File: config.mk
export PLATFORM = sky130hd
export DESIGN_NAME = mul_iter_unit
export DESIGN_NICKNAME = d
export VERILOG_FILES = /design/src/rtl/mul_iter_unit_pkg.sv /design/src/rtl/mul_iter_unit_step.sv /design/src/rtl/mul_iter_unit.sv
export SDC_FILE = /design/constraint.sdc
export NUM_CORES = 1
export LEC_CHECK = 0
export CORE_UTILIZATION = 57
export DETAILED_ROUTE_END_ITERATION = 10
export GPL_ROUTABILITY_DRIVEN = 0
export GPL_TIMING_DRIVEN = 0
export PLACE_DENSITY = 0.88
export SLEW_MARGIN = 30
export SYNTH_ARGS = -nofsm -noshare
export SYNTH_HDL_FRONTEND = slang
export SYNTH_HIERARCHICAL = 1
export SYNTH_SLANG_ARGS = --single-unit
File: constraint.sdc
create_clock -name clk_i -period 3.28 [get_ports clk_i]
set_input_delay 0.328 -clock clk_i [delete_from_list [all_inputs] [get_ports clk_i]]
set_output_delay 0.328 -clock clk_i [all_outputs]
set_load 0.1 [all_outputs]
File: src/rtl/mul_iter_unit_pkg.sv
// Shared definitions for the iterative shift-add multiplier.
// Holds the FSM state encoding, the ALUOp code this unit takes over
// from the ALU, and the default operand/counter widths.
package mul_iter_unit_pkg;

  // Default operand/result width and the iteration counter width.
  // The counter must be able to hold the value WIDTH.
  localparam int WIDTH_DEF = 32;
  localparam int CNT_W_DEF = 6;

  // ALUOp code for multiply; the decoder routes this op here instead of the ALU.
  localparam logic [2:0] ALU_MUL = 3'd4;

  // Control FSM states.
  typedef enum logic [1:0] {
    IDLE = 2'd0,
    BUSY = 2'd1,
    DONE = 2'd2
  } mulState_e;

endpackage

File: src/rtl/mul_iter_unit_step.sv
// One combinational shift-add multiply iteration.
// Ports:
//   acc_i / acc_o       partial product in / out
//   mcand_i / mcand_o   multiplicand in / out (shifted left by one)
//   mplier_i / mplier_o multiplier in / out (shifted right by one)
// The low multiplier bit decides whether the current multiplicand is
// added into the accumulator; the sum wraps at WIDTH bits.
module mul_step #(
  parameter int WIDTH = 32
) (
  input  logic [WIDTH-1:0] acc_i,
  input  logic [WIDTH-1:0] mcand_i,
  input  logic [WIDTH-1:0] mplier_i,
  output logic [WIDTH-1:0] acc_o,
  output logic [WIDTH-1:0] mcand_o,
  output logic [WIDTH-1:0] mplier_o
);

  // Conditional add, then advance both operands by one bit position.
  always_comb begin
    acc_o    = mplier_i[0] ? (acc_i + mcand_i) : acc_i;
    mcand_o  = mcand_i << 1;
    mplier_o = mplier_i >> 1;
  end

endmodule

File: src/rtl/mul_iter_unit.sv
// Multi-cycle shift-add multiply unit for the EX stage.
// Runs a fixed WIDTH iterations per multiply, so hazard logic can stall
// on busy_out and pick up the truncated product when done_out pulses.
// Ports:
//   clk_i     clock, rising edge
//   rst_i     asynchronous active-low reset
//   start_in  request a multiply (accepted in IDLE or DONE)
//   kill_in   synchronous abort, wins over start_in
//   Data1_in  multiplicand, sampled on accept
//   Data2_in  multiplier, sampled on accept
//   busy_out  high while iterating
//   done_out  high for the single cycle after the last iteration
//   Data_out  low WIDTH bits of the product, held between operations
module mul_iter_unit
  import mul_iter_unit_pkg::*;
#(
  parameter int WIDTH = WIDTH_DEF,
  parameter int CNT_W = CNT_W_DEF
) (
  input  logic             clk_i,
  input  logic             rst_i,
  input  logic             start_in,
  input  logic             kill_in,
  input  logic [WIDTH-1:0] Data1_in,
  input  logic [WIDTH-1:0] Data2_in,
  output logic             busy_out,
  output logic             done_out,
  output logic [WIDTH-1:0] Data_out
);

  mulState_e        state_q;
  logic [CNT_W-1:0] cnt_q;
  logic [WIDTH-1:0] acc_q;
  logic [WIDTH-1:0] mcand_q;
  logic [WIDTH-1:0] mplier_q;
  logic             busy_q;
  logic             done_q;
  logic [WIDTH-1:0] data_q;

  logic [WIDTH-1:0] acc_d;
  logic [WIDTH-1:0] mcand_d;
  logic [WIDTH-1:0] mplier_d;
  logic             lastIter;

  mul_step #(
    .WIDTH(WIDTH)
  ) u_step (
    .acc_i   (acc_q),
    .mcand_i (mcand_q),
    .mplier_i(mplier_q),
    .acc_o   (acc_d),
    .mcand_o (mcand_d),
    .mplier_o(mplier_d)
  );

  // The iteration taken while the counter sits at WIDTH-1 is the final one,
  // so its result (acc_d) is what gets published, not acc_q.
  assign lastIter = (cnt_q == CNT_W'(WIDTH - 1));

  // Control FSM with registered outputs. Kill is checked ahead of the state
  // case so it overrides any start in the same cycle and never raises done.
  // Accepting from DONE goes straight back to BUSY, giving back-to-back
  // issue without an idle bubble.
  always_ff @(posedge clk_i or negedge rst_i) begin
    if (!rst_i) begin
      state_q  <= IDLE;
      cnt_q    <= '0;
      acc_q    <= '0;
      mcand_q  <= '0;
      mplier_q <= '0;
      busy_q   <= 1'b0;
      done_q   <= 1'b0;
      data_q   <= '0;
    end else if (kill_in) begin
      state_q <= IDLE;
      cnt_q   <= '0;
      busy_q  <= 1'b0;
      done_q  <= 1'b0;
    end else begin
      case (state_q)
        IDLE, DONE: begin
          if (start_in) begin
            state_q  <= BUSY;
            mcand_q  <= Data1_in;
            mplier_q <= Data2_in;
            acc_q    <= '0;
            cnt_q    <= '0;
            busy_q   <= 1'b1;
            done_q   <= 1'b0;
          end else begin
            state_q <= IDLE;
            busy_q  <= 1'b0;
            done_q  <= 1'b0;
          end
        end
        BUSY: begin
          acc_q    <= acc_d;
          mcand_q  <= mcand_d;
          mplier_q <= mplier_d;
          cnt_q    <= cnt_q + 1'b1;
          if (lastIter) begin
            state_q <= DONE;
            data_q  <= acc_d;
            busy_q  <= 1'b0;
            done_q  <= 1'b1;
          end
        end
        default: begin
          state_q <= IDLE;
          busy_q  <= 1'b0;
          done_q  <= 1'b0;
        end
      endcase
    end
  end

  assign busy_out = busy_q;
  assign done_out = done_q;
  assign Data_out = data_q;

endmodule
==> results.ini <==
[grt]
grt_max_degree=86
gr-usage-met3=0.0664
grt.overflow.total=0
use_met2=0.480
use_met1=0.373
antenna_found_initial=0
top_usage_layer=met2
grt_usage=0.295
grt_pass1_wl_mm=34.0
grt_pass1_vias=7086

[placement]
portBuffers=100
dp.cells=1199
dpl.hpwl_mm=14.6
placedInstanceArea_mm2=0.00957

[power_and_ir_drop]
p_switching_mw=3.17
share_comb_of_total_power=0.490
p_sw_frac=0.398
power_density_mw_per_mm2=788
clkPwrFrac=0.219
seqPwrFrac=0.291
peakVddDrop_v=0.000417
p_int_mw=4.80
leakage_nw=4.70

[clock_network]
h-tree-depth=4
cts_inserted_buffers=17
cts_buffer_depth=2
clkTransAtPathRegs_ns=0.06
insertion_delay_ns=0.44
clockRootBuffer=clkbuf_16
cts.sinks=137
cts_tree=done

[synthesis]
synth_edf_count=0
synthFlopType=dfrtp_1
ys_types=65
synth_fa_ha_area_frac=0.0506
ys_async_sr_fraction=1.00
yosys_register_bits=137
synthCells=917
synthSimpleGateAreaFrac=0.171
syn_area_mm2=0.00831
synth_top_family_by_area=compound AO/OA/AOI/OAI gates
ys_seq_area_frac=0.413
synth-xor-area-share=0.0264
syn_avg_cell_area_um2=9.06
synth_top_area_frac=0.413
yosysTopAreaCell=dfrtp_1
synth_compound_area_frac=0.172
muxShareOfSynthArea=0.0732
yosys-top-cells-area=dfrtp_1 41%, nand2_1 7.3%, buf_4 6.1%, a31oi_1 5.3%, ha_1 4.8%
synth_warnings=6

[worst_setup_path]
crit_chain=ha_1 -> fa_1 -> a21oi_1 -> nand4b_1 -> a21oi_1 -> o21ai_1 -> a211oi_2 -> or3_1 -> a31o_2 -> mux2_1
cp-start-kind=register
slowest_stage=fa_1
cp-endpoint=Data_out[18]
critical_path_class=reg2reg
r2r_slack_ns=0.14
critPathLaunch=acc_q[0]
r2r_end=Data_out[18]
rr_worst_depth=10
cp_max_fo=6
cp_common_cell=a21oi_1
cp-end-kind=register
arrival_ns=3.45
cp.required_ns=3.59
slowest_delay_ns=0.41
reg2reg_from=acc_q[0]

[floorplan]
rows=43
boundaryPins=102
fp.dieW_um=123
coreArea_mm2=0.0140
start_util=0.592
die_height_um=123
dieArea_mm2=0.0151

[route]
via_count=7177
drt-pass1-iter-count=5
drt_iter0_markers=526
drc=0
ant_nets=0
totalWireLength_mm=20.7
via_per_inst=5.82
avgRoutedWirePerCell_um=16.8

[status]
outcome=complete, no violations

[sta]
final-hold-violation-count=0
setup_viol=0
skew_ns=0.0149
tightest_slew_ns=0.976
period_minus_slack_ns=3.14
finalCritPeriodShare=0.957
slew_headroom=0.348
drv_slew=0
tns_ns=0
rsz0062_at_grt=false
whs_ns=0.136
fmax_mhz=319

[finish]
final_cells=1233
fin_area_mm2=0.0101
drive_gt1_frac=0.149
antenna_cells=0
final_util=0.720
nets=1141
layout-area-overhead-vs-synth_pct=21.8

[worst_hold_path]
min_path_type=in2reg

[job]
cap_viol_max_count=0

## kinds of logic after synthesis
| kind of cell | count (synthesis) |
|---|---|
| muxes | 54 |
| DFF | 137 |
| buffers and inverters | 127 |
| AOI/OAI and AO/OA | 219 |
| and+or+nand+nor | 321 |
| other | 1 |
| adders and majority gates | 33 |
| xor gates and xnor gates | 25 |
## routing by layer
| metal | share of wire | wire (µm) |
|---|---|---|
| met5 | 0 | 0 |
| met3 | 0.059 | 1220 |
| met2 | 0.48 | 9950 |
| met4 | 0.032 | 666 |
| met1 | 0.43 | 8870 |
## worst min-delay path by stage
stage | slack, ns | cells after the start | end | from
2_1_floorplan | 0.03 | 0 | Data_out[0] | rst_i
5_1_grt | 0.14 | 2 | busy_out | kill_in
3_3_place_gp | 0.47 | 1 | Data_out[26] | Data_out[26]
3_5_place_dp | 0.27 | 1 | Data_out[19] | rst_i
4_1_cts | 0.13 | 2 | busy_out | kill_in
6_report | 0.14 | 2 | busy_out | kill_in
## cell usage after synthesis, types with 7 or more instances
cell type / number
mux2_1: 29
o21ai_0: 23
nor2_1: 87
ha_1: 32
dfrtp_1: 137
a22o_1: 33
nand3_1: 11
nand4_1: 7
buf_4: 68
xor2_1: 10
mux2_2: 25
xnor2_1: 15
nand2_1: 162
and3_1: 7
buf_2: 17
a31oi_1: 70
clkbuf_1: 24
a21o_1: 8
inv_1: 9
a21oi_1: 48
nor2b_1: 9
## repair_timing
item / 4_1_cts / 5_1_grt
hold buffers: 1 / 0
resized for setup: 0 / 1
setup buffers: 0 / 1
endpoints found under the setup margin: 0 / 6
hold endpoints to repair: 52 / 0
## critical path, delay by kind of cell, from the launching register on
family          cells  cell delay [ns]
compound gates      5             1.16
fa+ha+maj           2             0.65
simple gates        2             0.50
flops               1             0.40
mux                 1             0.29
## cell usage in the layout, fill, tap and decap left out, types with 18 or more instances in the layout
cell / Yosys / layout
nand2_1: 162 / 162
clkbuf_1: 24 / 26
a22o_1: 33 / 33
dfrtp_1: 137 / 137
a31oi_1: 70 / 70
mux2_2: 25 / 25
buf_4: 68 / 69
nor2_1: 87 / 87
a21oi_1: 48 / 48
mux2_1: 29 / 29
buf_2: 17 / 18
o21ai_0: 23 / 23
ha_1: 32 / 32
clkdlybuf4s50_1: 0 / 98
## power groups by stage
| stage | combinational, mW | clock [mW] | sequential [mW] |
|---|---|---|---|
| after floorplan | 2.97 | 0 | 2.25 |
| after CTS | 3.83 | 1.76 | 2.31 |
| after global routing | 4.26 | 1.85 | 2.37 |
| after global placement | 3.65 | 0 | 2.32 |
| after detailed placement | 3.78 | 0 | 2.33 |
| final | 3.91 | 1.75 | 2.32 |
## cell type report
| cell class | count | area [µm²] |
|---|---|---|
| well taps | 180 | 225 |
| flip-flops and latches | 137 | 3430 |
| fillers | 1019 | 3930 |
| inverters | 9 | 33.8 |
| clock buffers | 19 | 433 |
| multi-input cells | 654 | 4110 |
| plain buffers | 118 | 742 |
| clock inverters | 13 | 95.1 |
| repair buffers | 103 | 1050 |
## sequential cells by signal, summed over array words and instances, names as in the netlist
name,flops
state_q,2
Data_out,32
mcand_q,32
busy_out,1
mplier_q,32
cnt_q,6
acc_q,32
## metrics by stage
step / setup WS, ns / power, mW
4_1_cts: 0.0291 / 7.90
3_3_place_gp: -3.54 / 5.97
5_1_grt: 0.00441 / 8.47
6_report: 0.141 / 7.97
2_1_floorplan: 0.461 / 5.23
3_5_place_dp: 0.0577 / 6.11
Power figures use the tool's default switching activity.
